## config.mk

```make
export PLATFORM = sky130hd
export DESIGN_NAME = dmem_arbiter
export DESIGN_NICKNAME = d
export VERILOG_FILES = /design/src/rtl/dmem_arb_pkg.sv /design/src/rtl/arb_wait_counter.sv /design/src/rtl/dmem_arbiter.sv
export SDC_FILE = /design/constraint.sdc
export NUM_CORES = 1
export LEC_CHECK = 0
export ABC_AREA = 1
export CAP_MARGIN = 20
export CORE_AREA = 2 2 122 124
export CTS_CLUSTER_DIAMETER = 80
export DETAILED_ROUTE_END_ITERATION = 8
export DIE_AREA = 0 0 124 126
export GPL_ROUTABILITY_DRIVEN = 1
export PLACE_DENSITY = 0.7
export SYNTH_ARGS = -nofsm -noshare
export SYNTH_HDL_FRONTEND = slang
export SYNTH_SLANG_ARGS = --single-unit
export TNS_END_PERCENT = 10
```

## constraint.sdc

```tcl
create_clock -name clk_40k_gen -period 6 [get_ports clk_40k_gen]
set_input_delay 0.6 -clock clk_40k_gen [delete_from_list [all_inputs] [get_ports clk_40k_gen]]
set_output_delay 0.6 -clock clk_40k_gen [all_outputs]
set_load 0.05 [all_outputs]
```

## src/rtl/dmem_arb_pkg.sv

```systemverilog
// Shared encodings for the MEM-stage data-memory arbiter.
// Holds the FSM states, the grant encoding and the default starvation limit.
package dmem_arb_pkg;

   typedef enum logic [0:0] {
      S_NORMAL   = 1'b0,
      S_CPU_PRIO = 1'b1
   } arb_state_t;

   typedef enum logic [1:0] {
      GNT_NONE = 2'd0,
      GNT_CPU  = 2'd1,
      GNT_DBG  = 2'd2
   } grant_t;

   localparam int STARVE_LIMIT_DEFAULT = 4;

endpackage

```

## src/rtl/arb_wait_counter.sv

```systemverilog
// Saturating count of cycles a debug request has been denied.
// at_limit tells the arbiter that debug must be forced through this cycle.
module arb_wait_counter #(
   parameter int LIMIT = 4
) (
   input  logic       clk_40k_gen,
   input  logic       reset,
   input  logic       clr,
   input  logic       inc,
   output logic [3:0] cnt,
   output logic       at_limit
);

   localparam logic [3:0] LIMIT_C = 4'(LIMIT);

   logic [3:0] cnt_r;

   // Denied-cycle counter: clear wins, increment saturates at LIMIT.
   always_ff @(posedge clk_40k_gen or posedge reset) begin
      if (reset) begin
         cnt_r <= 4'd0;
      end else if (clr) begin
         cnt_r <= 4'd0;
      end else if (inc && (cnt_r != LIMIT_C)) begin
         cnt_r <= cnt_r + 4'd1;
      end else begin
         cnt_r <= cnt_r;
      end
   end

   assign cnt      = cnt_r;
   assign at_limit = (cnt_r == LIMIT_C);

endmodule

```

## src/rtl/dmem_arbiter.sv

```systemverilog
// Arbitrates the single data-memory port between the CPU MEM stage and a
// debug/loader port; debug is forced through after STARVE_LIMIT denied cycles.
module dmem_arbiter
   import dmem_arb_pkg::*;
#(
   parameter int STARVE_LIMIT = STARVE_LIMIT_DEFAULT
) (
   input  logic        clk_40k_gen,
   input  logic        reset,
   input  logic        cpu_req,
   input  logic        cpu_we,
   input  logic [31:0] cpu_addr,
   input  logic [31:0] cpu_wdata,
   output logic [31:0] cpu_rdata,
   output logic        cpu_stall,
   input  logic        dbg_req,
   input  logic        dbg_we,
   input  logic [31:0] dbg_addr,
   input  logic [31:0] dbg_wdata,
   output logic [31:0] dbg_rdata,
   output logic        dbg_ack,
   output logic [15:0] dbg_count,
   output logic [31:0] mem_addr,
   output logic [31:0] mem_wdata,
   output logic        mem_read,
   output logic        mem_write,
   input  logic [31:0] mem_rdata
);

   arb_state_t  state_r;
   grant_t      grant_s;
   logic        dbg_ack_r;
   logic [15:0] dbg_count_r;
   logic [31:0] dbg_rdata_r;
   logic        dbg_req_s;
   logic        cnt_inc_s;
   logic        cnt_clr_s;
   logic        at_limit_s;
   logic [3:0]  wait_cnt_s;

   // The ack cycle belongs to the previous transfer, so a still-held request is ignored.
   assign dbg_req_s = dbg_req & ~dbg_ack_r;

   // Grant decision from current requests and arbiter state.
   always_comb begin
      grant_s = GNT_NONE;
      if (reset) begin
         grant_s = GNT_NONE;
      end else begin
         case (state_r)
            S_NORMAL: begin
               if (dbg_req_s && (!cpu_req || at_limit_s)) begin
                  grant_s = GNT_DBG;
               end else if (cpu_req) begin
                  grant_s = GNT_CPU;
               end else begin
                  grant_s = GNT_NONE;
               end
            end
            S_CPU_PRIO: begin
               if (cpu_req) begin
                  grant_s = GNT_CPU;
               end else if (dbg_req_s) begin
                  grant_s = GNT_DBG;
               end else begin
                  grant_s = GNT_NONE;
               end
            end
            default: grant_s = GNT_NONE;
         endcase
      end
   end

   assign cnt_inc_s = dbg_req_s && (grant_s != GNT_DBG);
   assign cnt_clr_s = !dbg_req_s || (grant_s == GNT_DBG);

   arb_wait_counter #(
      .LIMIT (STARVE_LIMIT)
   ) u_wait_counter (
      .clk_40k_gen (clk_40k_gen),
      .reset       (reset),
      .clr         (cnt_clr_s),
      .inc         (cnt_inc_s),
      .cnt         (wait_cnt_s),
      .at_limit    (at_limit_s)
   );

   // Memory port steering from the winning requester.
   always_comb begin
      mem_addr  = 32'h0000_0000;
      mem_wdata = 32'h0000_0000;
      mem_read  = 1'b0;
      mem_write = 1'b0;
      case (grant_s)
         GNT_CPU: begin
            mem_addr  = cpu_addr;
            mem_wdata = cpu_wdata;
            mem_read  = !cpu_we;
            mem_write = cpu_we;
         end
         GNT_DBG: begin
            mem_addr  = dbg_addr;
            mem_wdata = dbg_wdata;
            mem_read  = !dbg_we;
            mem_write = dbg_we;
         end
         default: begin
            mem_addr  = 32'h0000_0000;
            mem_wdata = 32'h0000_0000;
            mem_read  = 1'b0;
            mem_write = 1'b0;
         end
      endcase
   end

   assign cpu_rdata = mem_rdata;
   assign cpu_stall = cpu_req && (grant_s == GNT_DBG);

   // Arbiter FSM plus registered debug completion outputs.
   always_ff @(posedge clk_40k_gen or posedge reset) begin
      if (reset) begin
         state_r     <= S_NORMAL;
         dbg_ack_r   <= 1'b0;
         dbg_count_r <= 16'h0000;
         dbg_rdata_r <= 32'h0000_0000;
      end else begin
         case (state_r)
            S_NORMAL: begin
               if ((grant_s == GNT_DBG) && cpu_req) begin
                  state_r <= S_CPU_PRIO;
               end else begin
                  state_r <= S_NORMAL;
               end
            end
            S_CPU_PRIO: state_r <= S_NORMAL;
            default:    state_r <= S_NORMAL;
         endcase
         dbg_ack_r <= (grant_s == GNT_DBG);
         if (grant_s == GNT_DBG) begin
            dbg_count_r <= dbg_count_r + 16'd1;
            if (!dbg_we) begin
               dbg_rdata_r <= mem_rdata;
            end else begin
               dbg_rdata_r <= dbg_rdata_r;
            end
         end else begin
            dbg_count_r <= dbg_count_r;
            dbg_rdata_r <= dbg_rdata_r;
         end
      end
   end

   assign dbg_ack   = dbg_ack_r;
   assign dbg_count = dbg_count_r;
   assign dbg_rdata = dbg_rdata_r;

endmodule
```

==> results.json <==
{
  "status": "finished clean",
  "htree_num_levels": 2,
  "grt_pass1_vias": 3497,
  "max_cap_violations": 0,
  "power_density_nw_per_um2": 243.2,
  "place_inst": 889,
  "slowest_delay_ns": 0.84,
  "synth-seq-cells": 54,
  "muxShareOfSynthArea_pct": 10.68,
  "syn_area_per_cell_um2": 7.974,
  "diodes": 0,
  "slowest_stage": "clkdlybuf4s50_1",
  "clk_pin_slew_ns": 0.07,
  "cts_made_buffers": 5,
  "postSynthCellCount": 445,
  "pre_cts_slack_ns": 1.790,
  "synthSimpleGateAreaFrac_pct": 23.45,
  "die_w_um": 124,
  "vias": 3803,
  "drc_errors": 0,
  "cts_setup_buffers": 0,
  "dp_hpwl_mm": 10.06,
  "layout.nets": 884,
  "worst-slew-pin-transition_ns": 0.8065,
  "cp_max_fo": 42,
  "via_per_inst": 4.240,
  "ant_nets": 0,
  "synth_edf_count": 0,
  "cts-root-buf": "clkbuf_16",
  "syn_area_um2": 3548,
  "min_path_type": "register to register",
  "cts_tree": "built",
  "slew_headroom_pct": 46.23,
  "final_cell_mix": "clkdlybuf4s50_1 (313), nand2_1 (157), a21oi_1 (66)",
  "ctsResizeCount": 0,
  "grt_pass1_wl_mm": 18.83,
  "grt_max_degree": 55,
  "grtUsageTotal_pct": 15.36,
  "antenna_found_initial": 0,
  "finalHoldViolCount": 0,
  "synth_compound_area_share_pct": 9.944,
  "cts.sinks": 54,
  "cp.required_ns": 5.40,
  "finalClockSkew_ns": 0.004308,
  "initial_utilization_pct": 24.79,
  "clk_latency_ns": 0.29,
  "synth_top_flop_cell": "dfrtp_1",
  "arrival_ns": 3.66,
  "wirelength_mm": 12.86,
  "routabilityCongestion": 0.8065,
  "synth_fa_ha_area_share_pct": 2.116,
  "synth_top_family_by_area": "simple AND/OR/NAND/NOR gates",
  "core_um2": 14310,
  "finalCriticalPeriod_ns": 4.261,
  "fin_cells": 897,
  "path_cells": "inv_1, ha_1, nand2_1, nor2_2, inv_1, nor2_1, nand2_1, nand3_1, inv_1, ha_2, buf_4, nand2_1, a21oi_1, clkdlybuf4s50_1",
  "endpoint_kind": "output port",
  "numPortBuffers": 313,
  "io_pins": 314,
  "startpoint_type": "register",
  "synth_cell_types": 27,
  "setup_slack_ns": 1.739,
  "max_freq_mhz": 234.7,
  "synthArstFlopShare_pct": 100.0,
  "yosys.area_share.xor_xnor_pct": 3.209,
  "cts_buffer_depth": 2,
  "die-area_um2": 15620,
  "yosysWarnings": 0,
  "die_height_um": 126,
  "grt_setup_unrepaired": "false",
  "path_class": "register to output port",
  "hold_buffers": 0,
  "final-setup-viol-count": 0,
  "tns_ns": 0,
  "min_period_over_period_pct": 71.02,
  "drt_first_pass_iters": 4,
  "wire_per_inst_um": 14.34,
  "p_leak_nw": 2.672,
  "drive_gt1_share_pct": 8.555,
  "drt_iter0_drc": 153,
  "synthesis.nets": 617,
  "synthToLayoutAreaGrowth_pct": 90.41,
  "overflow": 0,
  "final_common_cell": "clkdlybuf4s50_1",
  "slew_viol_final": 0,
  "ir_drop_uv": 190.6,
  "rows": 44,
  "ys_seq_area_share_pct": 38.08
}
path summary, 6_finish.rpt:
| path | startpoint | to | slack (ns) | cells after the start |
|---|---|---|---|---|
| max | u_wait_counter.cnt[0] | mem_addr[2] | 1.74 | 14 |
| min | state_r | state_r | 0.46 | 1 |
| max reg2reg | u_wait_counter.cnt[0] | dbg_rdata[20] | 3.24 | 11 |
| min reg2reg | state_r | state_r | 0.46 | 1 |
| max in group asynchronous | reset | dbg_rdata[0] | 4.70 | 3 |
| min in group asynchronous | reset | u_wait_counter.cnt[0] | 0.86 | 3 |
worst max-delay path: cells and delay by family (launching register included):
| kind | cells | cell delay (ns) |
|---|---|---|
| and+or+nand+nor | 6 | 0.42 |
| adders and majority gates | 2 | 0.90 |
| DFF | 1 | 0.40 |
| AOI/OAI and AO/OA | 1 | 0.16 |
| buffers and inverters | 5 | 1.48 |
per-layer routing:
layer  up-vias  global-route usage, %  share of wire [%]
li1       1942                      -                  -
met1      1703                  19.18                 40
met2       144                  26.41                 50
met3        14                  4.031                8.3
met4         0                  3.437                1.3
met5         -                      0                  0
flip-flops by register name (all words and copies together) (netlist names):
| register | flops |
|---|---|
| dbg_rdata | 32 |
| dbg_count | 16 |
| u_wait_counter.cnt | 4 |
| dbg_ack | 1 |
| state_r | 1 |
cells in the mapped netlist (all sizes together) (3+ instances only):
cell	count	area share (%)
clkbuf	6	0.63
ha	6	2.1
inv	18	1.9
buf	51	10
a21oi	66	9.3
o21ai	3	0.42
nand4	3	0.53
nor2	15	2.4
nand3	10	1.4
mux2	33	11
xor2	10	2.5
xnor2	3	0.74
dfrtp	54	38
nand2	162	18
layout make-up:
| class | count | area [um^2] |
|---|---|---|
| clock buffers | 8 | 166.4 |
| fillers | 1398 | 7557 |
| inverters | 18 | 67.56 |
| multi-input cells | 316 | 1758 |
| flip-flops and latches | 54 | 1351 |
| well taps | 184 | 230.2 |
| repair buffers | 317 | 3183 |
logic make-up after synthesis:
family	Yosys count
compound gates	70
xor+xnor	13
fa+ha+maj	6
buf+inv	75
flops	54
mux	33
simple gates	194
through the flow:
stage | area [um^2] | total power [mW] | utilization, % | hold WS [ns]
2_1_floorplan | 3548 | 1.008 | - | 0.4181
3_3_place_gp | 6563 | 1.336 | 45.85 | 0.4432
3_5_place_dp | 6590 | 1.343 | 46.04 | 0.4491
4_1_cts | 6756 | 1.670 | 47.20 | 0.4601
5_1_grt | 6756 | 1.722 | 47.20 | 0.4913
6_report | 6756 | 1.643 | 47.20 | 0.4637
power by group:
part,switching (mW),leakage [nW],internal [mW],total [mW]
clock,0.125,0.0832,0.189,0.314
sequential,0.0488,0.675,0.439,0.488
combinational,0.507,1.91,0.334,0.841
Power figures use the tool's default switching activity.
